### src/rtl/mem_pkg.sv
// mem_pkg: shared encodings for the ram_arbiter slice.
//   - RAM read codes (load width / sign handling) and write codes (store width)
//   - arbiter FSM state encoding
//   - requester port identifiers
// No ports; imported by ram_arbiter, arb_grant and the testbench.
package mem_pkg;

    localparam logic [2:0] MEM_READ_NONE = 3'd0;
    localparam logic [2:0] MEM_READ_LB   = 3'd1;
    localparam logic [2:0] MEM_READ_LH   = 3'd2;
    localparam logic [2:0] MEM_READ_LW   = 3'd3;
    localparam logic [2:0] MEM_READ_LBU  = 3'd4;
    localparam logic [2:0] MEM_READ_LHU  = 3'd5;

    localparam logic [1:0] MEM_WRITE_NONE = 2'd0;
    localparam logic [1:0] MEM_WRITE_B    = 2'd1;
    localparam logic [1:0] MEM_WRITE_H    = 2'd2;
    localparam logic [1:0] MEM_WRITE_W    = 2'd3;

    typedef enum logic [1:0] {
        ST_IDLE   = 2'd0,
        ST_ACCESS = 2'd1,
        ST_RESP   = 2'd2
    } arb_state_t;

    localparam logic PORT_IF = 1'b0;
    localparam logic PORT_D  = 1'b1;

endpackage

### src/rtl/ram_arbiter_if.sv
// ram_arbiter_if: bundles the fetch port, the data port and the RAM port of
// ram_arbiter.
//   slave  modport : the arbiter's view (requests in, responses and RAM command out)
//   master modport : the requesters' + RAM's view (the opposite directions)
//
// Handshake: a request transfers on a cycle where *_req_valid && *_req_ready.
// The requester holds valid and payload stable until that cycle; ready may
// depend combinationally on valid. Responses (*_rsp_valid) are single-cycle
// pulses with no backpressure.
interface ram_arbiter_if #(
    parameter int ADDR_WIDTH = 32,
    parameter int DATA_WIDTH = 32
);
    logic                  if_req_valid;
    logic                  if_req_ready;
    logic [ADDR_WIDTH-1:0] if_addr;
    logic                  if_rsp_valid;
    logic [DATA_WIDTH-1:0] if_rsp_data;

    logic                  d_req_valid;
    logic                  d_req_ready;
    logic [ADDR_WIDTH-1:0] d_addr;
    logic [DATA_WIDTH-1:0] d_wdata;
    logic [2:0]            d_read;
    logic [1:0]            d_write;
    logic                  d_rsp_valid;
    logic [DATA_WIDTH-1:0] d_rsp_data;

    logic [ADDR_WIDTH-1:0] ram_address;
    logic [DATA_WIDTH-1:0] ram_data_in;
    logic [2:0]            ram_mem_read;
    logic [1:0]            ram_mem_write;
    logic [DATA_WIDTH-1:0] ram_data_out;

    modport slave (
        input  if_req_valid, if_addr,
        input  d_req_valid, d_addr, d_wdata, d_read, d_write,
        input  ram_data_out,
        output if_req_ready, if_rsp_valid, if_rsp_data,
        output d_req_ready, d_rsp_valid, d_rsp_data,
        output ram_address, ram_data_in, ram_mem_read, ram_mem_write
    );

    modport master (
        output if_req_valid, if_addr,
        output d_req_valid, d_addr, d_wdata, d_read, d_write,
        output ram_data_out,
        input  if_req_ready, if_rsp_valid, if_rsp_data,
        input  d_req_ready, d_rsp_valid, d_rsp_data,
        input  ram_address, ram_data_in, ram_mem_read, ram_mem_write
    );

endinterface

### src/rtl/arb_grant.sv
// arb_grant: combinational grant pick between the fetch and data requesters.
//   i_if_valid, i_d_valid : request valids
//   i_last_port           : last granted port (only with ARB_ROUND_ROBIN_EN)
//   o_gnt_valid           : some port is requesting
//   o_gnt_port            : PORT_IF or PORT_D
// Macro ARB_ROUND_ROBIN_EN: ties alternate against the last grant;
// otherwise data always wins a tie.
module arb_grant
    import mem_pkg::*;
(
    input  logic i_if_valid,
    input  logic i_d_valid,
`ifdef ARB_ROUND_ROBIN_EN
    input  logic i_last_port,
`endif
    output logic o_gnt_valid,
    output logic o_gnt_port
);

    always_comb begin
        o_gnt_valid = i_if_valid | i_d_valid;
        o_gnt_port  = i_d_valid ? PORT_D : PORT_IF;
`ifdef ARB_ROUND_ROBIN_EN
        if (i_if_valid && i_d_valid) begin
            o_gnt_port = (i_last_port == PORT_D) ? PORT_IF : PORT_D;
        end
`endif
    end

endmodule

### src/rtl/ram_arbiter.sv
// ram_arbiter: serializes instruction fetches and load/store requests onto
// the single shared RAM port, holds each command for RAM_LATENCY cycles and
// returns the result to the requester that issued it.
//   clk, rst : clock, synchronous active-high reset
//   bus      : ram_arbiter_if.slave (fetch port, data port, RAM port)
//   o_state  : current FSM state, for debug/observation
// Macro ARB_ROUND_ROBIN_EN: alternating tie priority via a last-grant pointer;
// without it data has fixed priority over fetch.
module ram_arbiter
    import mem_pkg::*;
#(
    parameter int ADDR_WIDTH  = 32,
    parameter int DATA_WIDTH  = 32,
    parameter int RAM_LATENCY = 1
)(
    input  logic                clk,
    input  logic                rst,
    ram_arbiter_if.slave        bus,
    output arb_state_t          o_state
);

    localparam logic [2:0] LAT = 3'(RAM_LATENCY);

    arb_state_t            r_state;
    arb_state_t            w_next_state;
    logic                  r_owner;
    logic [2:0]            r_cnt;
    logic [ADDR_WIDTH-1:0] r_addr;
    logic [DATA_WIDTH-1:0] r_wdata;
    logic [2:0]            r_read;
    logic [1:0]            r_write;
    logic [DATA_WIDTH-1:0] r_if_rsp_data;
    logic [DATA_WIDTH-1:0] r_d_rsp_data;

    logic w_gnt_valid;
    logic w_gnt_port;
    logic w_fire;
    logic w_last_cycle;

`ifdef ARB_ROUND_ROBIN_EN
    logic r_last_port;

    arb_grant u_grant (
        .i_if_valid  (bus.if_req_valid),
        .i_d_valid   (bus.d_req_valid),
        .i_last_port (r_last_port),
        .o_gnt_valid (w_gnt_valid),
        .o_gnt_port  (w_gnt_port)
    );

    // Reset to fetch so that data wins the first tie.
    always_ff @(posedge clk) begin
        if (rst) begin
            r_last_port <= PORT_IF;
        end else if (w_fire) begin
            r_last_port <= w_gnt_port;
        end
    end
`else
    arb_grant u_grant (
        .i_if_valid  (bus.if_req_valid),
        .i_d_valid   (bus.d_req_valid),
        .o_gnt_valid (w_gnt_valid),
        .o_gnt_port  (w_gnt_port)
    );
`endif

    // Ready is gated by rst so nothing appears accepted while in reset.
    assign w_fire       = (r_state == ST_IDLE) && w_gnt_valid && !rst;
    assign w_last_cycle = (r_state == ST_ACCESS) && (r_cnt == 3'd1);

    // State register
    always_ff @(posedge clk) begin
        if (rst) begin
            r_state <= ST_IDLE;
        end else begin
            r_state <= w_next_state;
        end
    end

    // Next-state logic
    always_comb begin
        w_next_state = r_state;
        case (r_state)
            ST_IDLE:   if (w_fire) w_next_state = ST_ACCESS;
            ST_ACCESS: if (w_last_cycle) w_next_state = ST_RESP;
            ST_RESP:   w_next_state = ST_IDLE;
            default:   w_next_state = ST_IDLE;
        endcase
    end

    // Command, counter and response registers
    always_ff @(posedge clk) begin
        if (rst) begin
            r_owner       <= PORT_IF;
            r_cnt         <= 3'd0;
            r_addr        <= '0;
            r_wdata       <= '0;
            r_read        <= MEM_READ_NONE;
            r_write       <= MEM_WRITE_NONE;
            r_if_rsp_data <= '0;
            r_d_rsp_data  <= '0;
        end else begin
            if (w_fire) begin
                r_owner <= w_gnt_port;
                r_cnt   <= LAT;
                if (w_gnt_port == PORT_IF) begin
                    r_addr  <= bus.if_addr;
                    r_read  <= MEM_READ_LW;
                    r_write <= MEM_WRITE_NONE;
                end else begin
                    r_addr  <= bus.d_addr;
                    r_wdata <= bus.d_wdata;
                    r_write <= bus.d_write;
                    // A combined load/store performs only the store.
                    r_read  <= (bus.d_write != MEM_WRITE_NONE) ? MEM_READ_NONE : bus.d_read;
                end
            end
            if (r_state == ST_ACCESS) begin
                r_cnt <= r_cnt - 3'd1;
            end
            if (w_last_cycle) begin
                if (r_owner == PORT_IF) begin
                    r_if_rsp_data <= bus.ram_data_out;
                end else begin
                    // Stores and no-ops report 0 rather than whatever the RAM drives.
                    r_d_rsp_data <= (r_read == MEM_READ_NONE) ? '0 : bus.ram_data_out;
                end
            end
        end
    end

    // Output logic
    always_comb begin
        bus.if_req_ready  = w_fire && (w_gnt_port == PORT_IF);
        bus.d_req_ready   = w_fire && (w_gnt_port == PORT_D);
        bus.if_rsp_valid  = (r_state == ST_RESP) && (r_owner == PORT_IF);
        bus.d_rsp_valid   = (r_state == ST_RESP) && (r_owner == PORT_D);
        bus.if_rsp_data   = r_if_rsp_data;
        bus.d_rsp_data    = r_d_rsp_data;
        bus.ram_address   = r_addr;
        bus.ram_data_in   = r_wdata;
        bus.ram_mem_read  = (r_state == ST_ACCESS) ? r_read : MEM_READ_NONE;
        // The counter still equals LAT only in the first ACCESS cycle: one write per store.
        bus.ram_mem_write = ((r_state == ST_ACCESS) && (r_cnt == LAT)) ? r_write : MEM_WRITE_NONE;
        o_state           = r_state;
    end

endmodule

### src/flat_wrapper.sv
// flat-port wrapper written by rule: the top's interface ports become plain ports
module ram_arbiter_flat import mem_pkg::*;
#(
    parameter int ADDR_WIDTH  = 32,
    parameter int DATA_WIDTH  = 32,
    parameter int RAM_LATENCY = 1
)
  (clk, rst, o_state, bus_if_req_valid, bus_if_addr, bus_d_req_valid, bus_d_addr, bus_d_wdata, bus_d_read, bus_d_write, bus_ram_data_out, bus_if_req_ready, bus_if_rsp_valid, bus_if_rsp_data, bus_d_req_ready, bus_d_rsp_valid, bus_d_rsp_data, bus_ram_address, bus_ram_data_in, bus_ram_mem_read, bus_ram_mem_write);
  ram_arbiter_if #(.ADDR_WIDTH(ADDR_WIDTH), .DATA_WIDTH(DATA_WIDTH)) bus_i ();
  input  logic clk;
  input  logic rst;
  output arb_state_t o_state;
  input wire logic [$bits(bus_i.if_req_valid)-1:0] bus_if_req_valid;
  input wire logic [$bits(bus_i.if_addr)-1:0] bus_if_addr;
  input wire logic [$bits(bus_i.d_req_valid)-1:0] bus_d_req_valid;
  input wire logic [$bits(bus_i.d_addr)-1:0] bus_d_addr;
  input wire logic [$bits(bus_i.d_wdata)-1:0] bus_d_wdata;
  input wire logic [$bits(bus_i.d_read)-1:0] bus_d_read;
  input wire logic [$bits(bus_i.d_write)-1:0] bus_d_write;
  input wire logic [$bits(bus_i.ram_data_out)-1:0] bus_ram_data_out;
  output wire logic [$bits(bus_i.if_req_ready)-1:0] bus_if_req_ready;
  output wire logic [$bits(bus_i.if_rsp_valid)-1:0] bus_if_rsp_valid;
  output wire logic [$bits(bus_i.if_rsp_data)-1:0] bus_if_rsp_data;
  output wire logic [$bits(bus_i.d_req_ready)-1:0] bus_d_req_ready;
  output wire logic [$bits(bus_i.d_rsp_valid)-1:0] bus_d_rsp_valid;
  output wire logic [$bits(bus_i.d_rsp_data)-1:0] bus_d_rsp_data;
  output wire logic [$bits(bus_i.ram_address)-1:0] bus_ram_address;
  output wire logic [$bits(bus_i.ram_data_in)-1:0] bus_ram_data_in;
  output wire logic [$bits(bus_i.ram_mem_read)-1:0] bus_ram_mem_read;
  output wire logic [$bits(bus_i.ram_mem_write)-1:0] bus_ram_mem_write;
  assign bus_i.if_req_valid = bus_if_req_valid;
  assign bus_i.if_addr = bus_if_addr;
  assign bus_i.d_req_valid = bus_d_req_valid;
  assign bus_i.d_addr = bus_d_addr;
  assign bus_i.d_wdata = bus_d_wdata;
  assign bus_i.d_read = bus_d_read;
  assign bus_i.d_write = bus_d_write;
  assign bus_i.ram_data_out = bus_ram_data_out;
  assign bus_if_req_ready = bus_i.if_req_ready;
  assign bus_if_rsp_valid = bus_i.if_rsp_valid;
  assign bus_if_rsp_data = bus_i.if_rsp_data;
  assign bus_d_req_ready = bus_i.d_req_ready;
  assign bus_d_rsp_valid = bus_i.d_rsp_valid;
  assign bus_d_rsp_data = bus_i.d_rsp_data;
  assign bus_ram_address = bus_i.ram_address;
  assign bus_ram_data_in = bus_i.ram_data_in;
  assign bus_ram_mem_read = bus_i.ram_mem_read;
  assign bus_ram_mem_write = bus_i.ram_mem_write;
  ram_arbiter #(.ADDR_WIDTH(ADDR_WIDTH), .DATA_WIDTH(DATA_WIDTH), .RAM_LATENCY(RAM_LATENCY)) u_core (.clk(clk), .rst(rst), .bus(bus_i), .o_state(o_state));
endmodule
### config.mk
export PLATFORM = sky130hd
export DESIGN_NAME = ram_arbiter_flat
export DESIGN_NICKNAME = d
export VERILOG_FILES = /design/src/rtl/mem_pkg.sv /design/src/rtl/ram_arbiter_if.sv /design/src/rtl/arb_grant.sv /design/src/rtl/ram_arbiter.sv /design/src/flat_wrapper.sv
export SDC_FILE = /design/constraint.sdc
export NUM_CORES = 1
export LEC_CHECK = 0
export CORE_MARGIN = 8
export CORE_UTILIZATION = 38
export CTS_BUF_LIST = sky130_fd_sc_hd__clkbuf_8
export CTS_CLUSTER_DIAMETER = 30
export CTS_CLUSTER_SIZE = 14
export DETAILED_ROUTE_END_ITERATION = 10
export PLACE_DENSITY = 0.79
export RECOVER_POWER = 50
export SKIP_LAST_GASP = 1
export SLEW_MARGIN = 20
export SYNTH_ARGS = -nofsm -noshare
export SYNTH_HDL_FRONTEND = slang
export SYNTH_HIERARCHICAL = 1
export SYNTH_SLANG_ARGS = --single-unit
### constraint.sdc
create_clock -name clk -period 1.55 [get_ports clk]
set_clock_uncertainty 0.15 [all_clocks]
set_input_delay 0.31 -clock clk [delete_from_list [all_inputs] [get_ports clk]]
set_output_delay 0.31 -clock clk [all_outputs]
set_load 0.01 [all_outputs]
Word level (Yosys, flattened, before mapping)
Index checks and enable logic that the tools add are counted.

storage, ports and cells
  RAM bits = 0
  output and inout bits = 139
  bits of input ports = 137
  memories = 0
  bits in latches = 0
  bits in read-only memories = 0
  register bits after elaboration = 139

cells by class
  shift-type cells = 0
  multipliers = 0
  magnitude comparators = 0
  eq/ne operators = 5
  $add $sub $neg = 1
  reductions and logical operators = 16
  mux-type cells = 13
  bitwise operators = 3
  divide/modulo/power cells = 0

operators by type and width
  cell                                                   number
  two-way mux 32 bit                                     2
  two-way mux 3 bit                                      5
  two-way mux 2 bit                                      4
  AND reduction 2 bit                                    4
  logical AND 1 bit                                      7
  inequality test 2 x 1 -> 1 bit, second input constant  2
  one-hot mux 2 bit (2 select lines)                     1
  nonzero test 2 bit                                     2
  == test 3 x 1 -> 1 bit, second input constant          1
  zero test 3 bit                                        1
  subtractor 3 x 1 -> 3 bit, second input constant       1
  == test 2 x 1 -> 1 bit, second input constant          1
  == test 2 bit, second input constant                   1
  zero test 2 bit                                        1
  inverter 1 bit                                         2
  zero test 1 bit                                        1
  two-way mux 1 bit                                      1
  bitwise OR 1 bit                                       1

Logic depth before layout (Yosys ltp)
  depth in word-level cells = 5
  mapped depth = 7

Cells and area by module
The synthesis kept the hierarchy.

modules (own cells, without submodules)
  module       instances  cells an instance  area an instance (um^2)  seq. area each (um^2)
  ram_arbiter  1          654                5711.7                   2782.7
  arb_grant    1          2                  13.8                     0.0

Worst setup path before layout
No wires, ideal clock.

  path type = flip-flop to output port
  start point = register u_core.r_state[0] (netlist: u_core/o_state[0])
  end point = output bus_if_req_ready
  required time = 1.090 ns
  stages on the path, launching flop included = 5
  slack = -0.266 ns
  data arrival time = 1.356 ns
  cells stage by stage = dfxtp_1 buf_6 or4b_4 buf_6 nor2_1

on the way
  word-level cells in the longest chain between the ends = 4

ends and longest elaborated chain
  what                            line                text
  start, declared                 ram_arbiter.sv:24   arb_state_t r_state;
  start signal, assigned          ram_arbiter.sv:77   r_state <= w_next_state;
  zero test 2 bit                 ram_arbiter.sv:69   assign w_fire = (r_state == ST_IDLE) && w_gnt_valid && !rst;
  logical AND 1 bit (2 in a row)  ram_arbiter.sv:69
  logical AND 1 bit               ram_arbiter.sv:135  bus.if_req_ready = w_fire && (w_gnt_port == PORT_IF);
  end, declared                   flat_wrapper.sv:21  output wire logic [$bits(bus_i.if_req_ready)-1:0] bus_if_req_ready;

Every way passes these cells.

Final worst setup path
  start point = register u_core.r_state[1] (netlist: u_core/o_state[1])
  end point = output bus_if_req_ready

Same word-level chain as after synthesis.

==> results.yml <==
place:
  dp_hpwl_mm: 14.1
  io_buffers: 275
  place.gp.congestion: 0.780
global_routing:
  grt_pass1_vias: 6283
  grt_max_degree: 80
  grt_first_pass_wirelength_mm: 35.3
  grtUsageTotal_pct: 23.3
  grt.overflow.total: 0
  antenna_found_initial: 2
final_layout:
  fin_nets: 1097
  diodes: 0
  area_growth_pct: 78.1
  final_cell_mix: "clkdlybuf4s50_1 (133), dfxtp_1 (131), a21oi_1 (87), o21ai_0 (64), clkdlybuf4s15_1 (60)"
  final_common_cell: "clkdlybuf4s50_1"
  layout-drive-gt1-share_pct: 27.7
clocking:
  cts.htree.levels: 4
  cts_tree: "yes"
  clk_path_buf_depth: 2
  insertion_delay_ns: 0.44
  cts_root_buf: "clkbuf_8"
  numCtsBuffers: 17
  cts_hold_buffers: 0
  clock_sinks: 139
  path_clk_slew_ns: 0.07
outcome:
  status: "complete, but fails checks"
  violations: "setup timing"
worst_setup_path:
  cp-end-kind: "output pin"
  worstReg2RegEnd: "u_core/bus.ram_data_in[19]"
  cp_max_fo: 3
  slowest_delay_ns: 0.56
  worstReg2RegStart: "u_core/o_state[1]"
  ff2ff_setup_slack_ns: -0.42
  crit_type: "flop to output pin"
  endpoint: "bus_if_req_ready"
  worstSetupStartpointType: "flop"
  rr_worst_depth: 9
  cp_data_required_time_ns: 1.09
  path_cells: "or4b_4, nor2_4, buf_4"
  startpoint: "u_core/o_state[1]"
  crit_arrival_ns: 1.58
  worst_path_max_delay_cell: "or4b_4"
yosys:
  synth-seq-cells: 139
  synth.largest_area_cell: "dfxtp_1"
  yosys_warnings: 6
  synth_nets: 795
  ys_seq_area_share_pct: 48.6
  synth_edf_count: 0
  avgSynthCellArea_um2: 8.73
  synth_area_leaders: "dfxtp_1 (49%), a21oi_1 (9.1%), nand3_1 (5.9%), o21ai_0 (5.8%), mux2i_1 (5.6%)"
  synth_area_um2: 5730
  ys.flop_type: "dfxtp_1"
  synthArstFlopShare_pct: 0
  synth_top_area_share_pct: 48.6
  ys_types: 35
  syn-instance-count: 656
sta:
  hold_viol_final: 0
  maxSlewViolCount: 0
  finalCriticalPeriod_ns: 2.04
  worst_pin_slew_ns: 0.765
  finalCritPeriodShare_pct: 132
  layout_setup_ws_ns: -0.489
  fmax_mhz: 491
  setup_viol: 146
  grt_setup_unrepaired: "yes"
  tns_ns: -35.06
  slew_headroom_pct: 49.0
floorplan:
  die_x_um: 139
  fp.coreArea_um2: 15000
  die_height_um: 139
  ios: 276
  start_util_pct: 38.2
  row_count: 45
  die_area_um2: 19300
pwr:
  vdd_ir_drop_max_v: 0.000603
  p_clk_share_pct: 32.9
  p_sw_mw: 2.66
  combPwrFrac_pct: 25.6
  p_per_area_nw_per_um2: 916
  power.leakage_nw: 3.90
  intPower_mw: 6.68
  seqPwrFrac_pct: 41.5
  power.total_mw: 9.34
  power_switching_share_pct: 28.5
routing:
  drc_errors: 0
  via_per_inst: 5.54
  wl_per_cell_um: 20.8
  totalWireLength_mm: 24.1
  dr.pass1.iters: 5
  vias: 6413
  drt_iter0_drc: 433
  detail-route-antenna-nets: 0
min_path:
  hold_class: "input port to flop"
flow_run:
  drv_cap: 0
metal layers:
metal | up-vias | GRT usage (%) | part of all wire (%)
met2 | 330 | 40.5 | 50
met1 | 3041 | 24.1 | 37
met5 | - | 0 | 0.11
met3 | 49 | 10.4 | 10
li1 | 2989 | - | -
met4 | 4 | 9.19 | 2.8
cell type report:
cell class / count / area, um^2
clock buffers: 19 / 262
clock inverters: 12 / 146
fillers: 1161 / 4780
inverters: 5 / 18.8
multi-input cells: 435 / 2890
flip-flops and latches: 139 / 2800
well taps: 188 / 235
repair buffers: 360 / 3850
power groups by stage:
stage	Clock [mW]	Sequential [mW]	Combinational, mW
final	3.07	3.88	2.39
after global routing	3.27	3.90	2.53
after CTS	3.12	3.86	2.23
after detailed placement	0	3.94	1.75
after global placement	0	3.93	1.74
after floorplan	0	4.01	0.753
state kept, by name, indices dropped and copies added (netlist names):
| signal | cells |
|---|---|
| u_core/bus.ram_address | 32 |
| u_core/bus.d_rsp_data | 32 |
| u_core/r_cnt | 3 |
| u_core/o_state | 2 |
| u_core/bus.ram_data_in | 32 |
| u_core/r_read | 3 |
| u_core/r_write | 2 |
| u_core/r_owner | 1 |
| u_core/bus.if_rsp_data | 32 |
cells in the mapped netlist, types with 30 or more instances:
cell type,instances
a211oi_1,30
a21oi_1,104
o21ai_1,30
nand3_1,67
clkbuf_1,43
nor2_1,38
o21ai_0,66
nand4_1,33
mux2i_1,32
dfxtp_1,139
timing repair:
item | 4_1_cts | 5_1_grt
gates cloned | 20 | 2
buffers inserted | 23 | 14
setup endpoints to repair | 273 | 197
pin swaps | 47 | 45
gates resized for setup | 327 | 167
endpoints found under the hold margin | 0 | 0
worst min-delay path by stage:
stage | depth (start not counted) | slack, ns | start | endpoint
floorplan | 2 | 0.28 | u_core/r_write[0] | u_core/r_write[0]
global route | 3 | 0.09 | rst | u_core/r_owner
finish | 3 | 0.08 | rst | u_core/r_owner
detailed placement | 2 | 0.30 | u_core/r_write[1] | u_core/r_write[1]
global placement | 2 | 0.29 | u_core/r_write[0] | u_core/r_write[0]
CTS | 3 | 0.05 | rst | u_core/r_owner
worst max-delay path, delay by kind of cell, from the launching register on:
family,cells,cell delay [ns]
AND/OR/NAND/NOR,2,0.65
flip-flops,1,0.36
buffers and inverters,1,0.13
per-stage QoR:
| step | hold WS, ns | cells | util, % | setup slack (ns) | area [um^2] |
|---|---|---|---|---|---|
| 4_1_cts | 0.0462 | 1150 | 66.1 | -0.521 | 9890 |
| 6_report | 0.0825 | 1158 | 68.1 | -0.489 | 10200 |
| 3_3_place_gp | 0.290 | 1076 | 57.6 | -1.03 | 8630 |
| 2_1_floorplan | 0.282 | 656 | - | -0.152 | 5770 |
| 5_1_grt | 0.0860 | 1158 | 68.1 | -0.547 | 10200 |
| 3_5_place_dp | 0.299 | 1076 | 57.6 | -1.00 | 8630 |
kinds of logic (layout without fill, tap and decap cells):
family,count (synthesis),count (layout),share of synthesized area [%]
compound gates,238,238,22.7
fa+ha+maj,2,2,0.437
buf+inv,82,396,7.56
flops,139,139,48.6
mux,32,32,5.59
simple gates,163,163,15.1
Power figures use the tool's default switching activity.
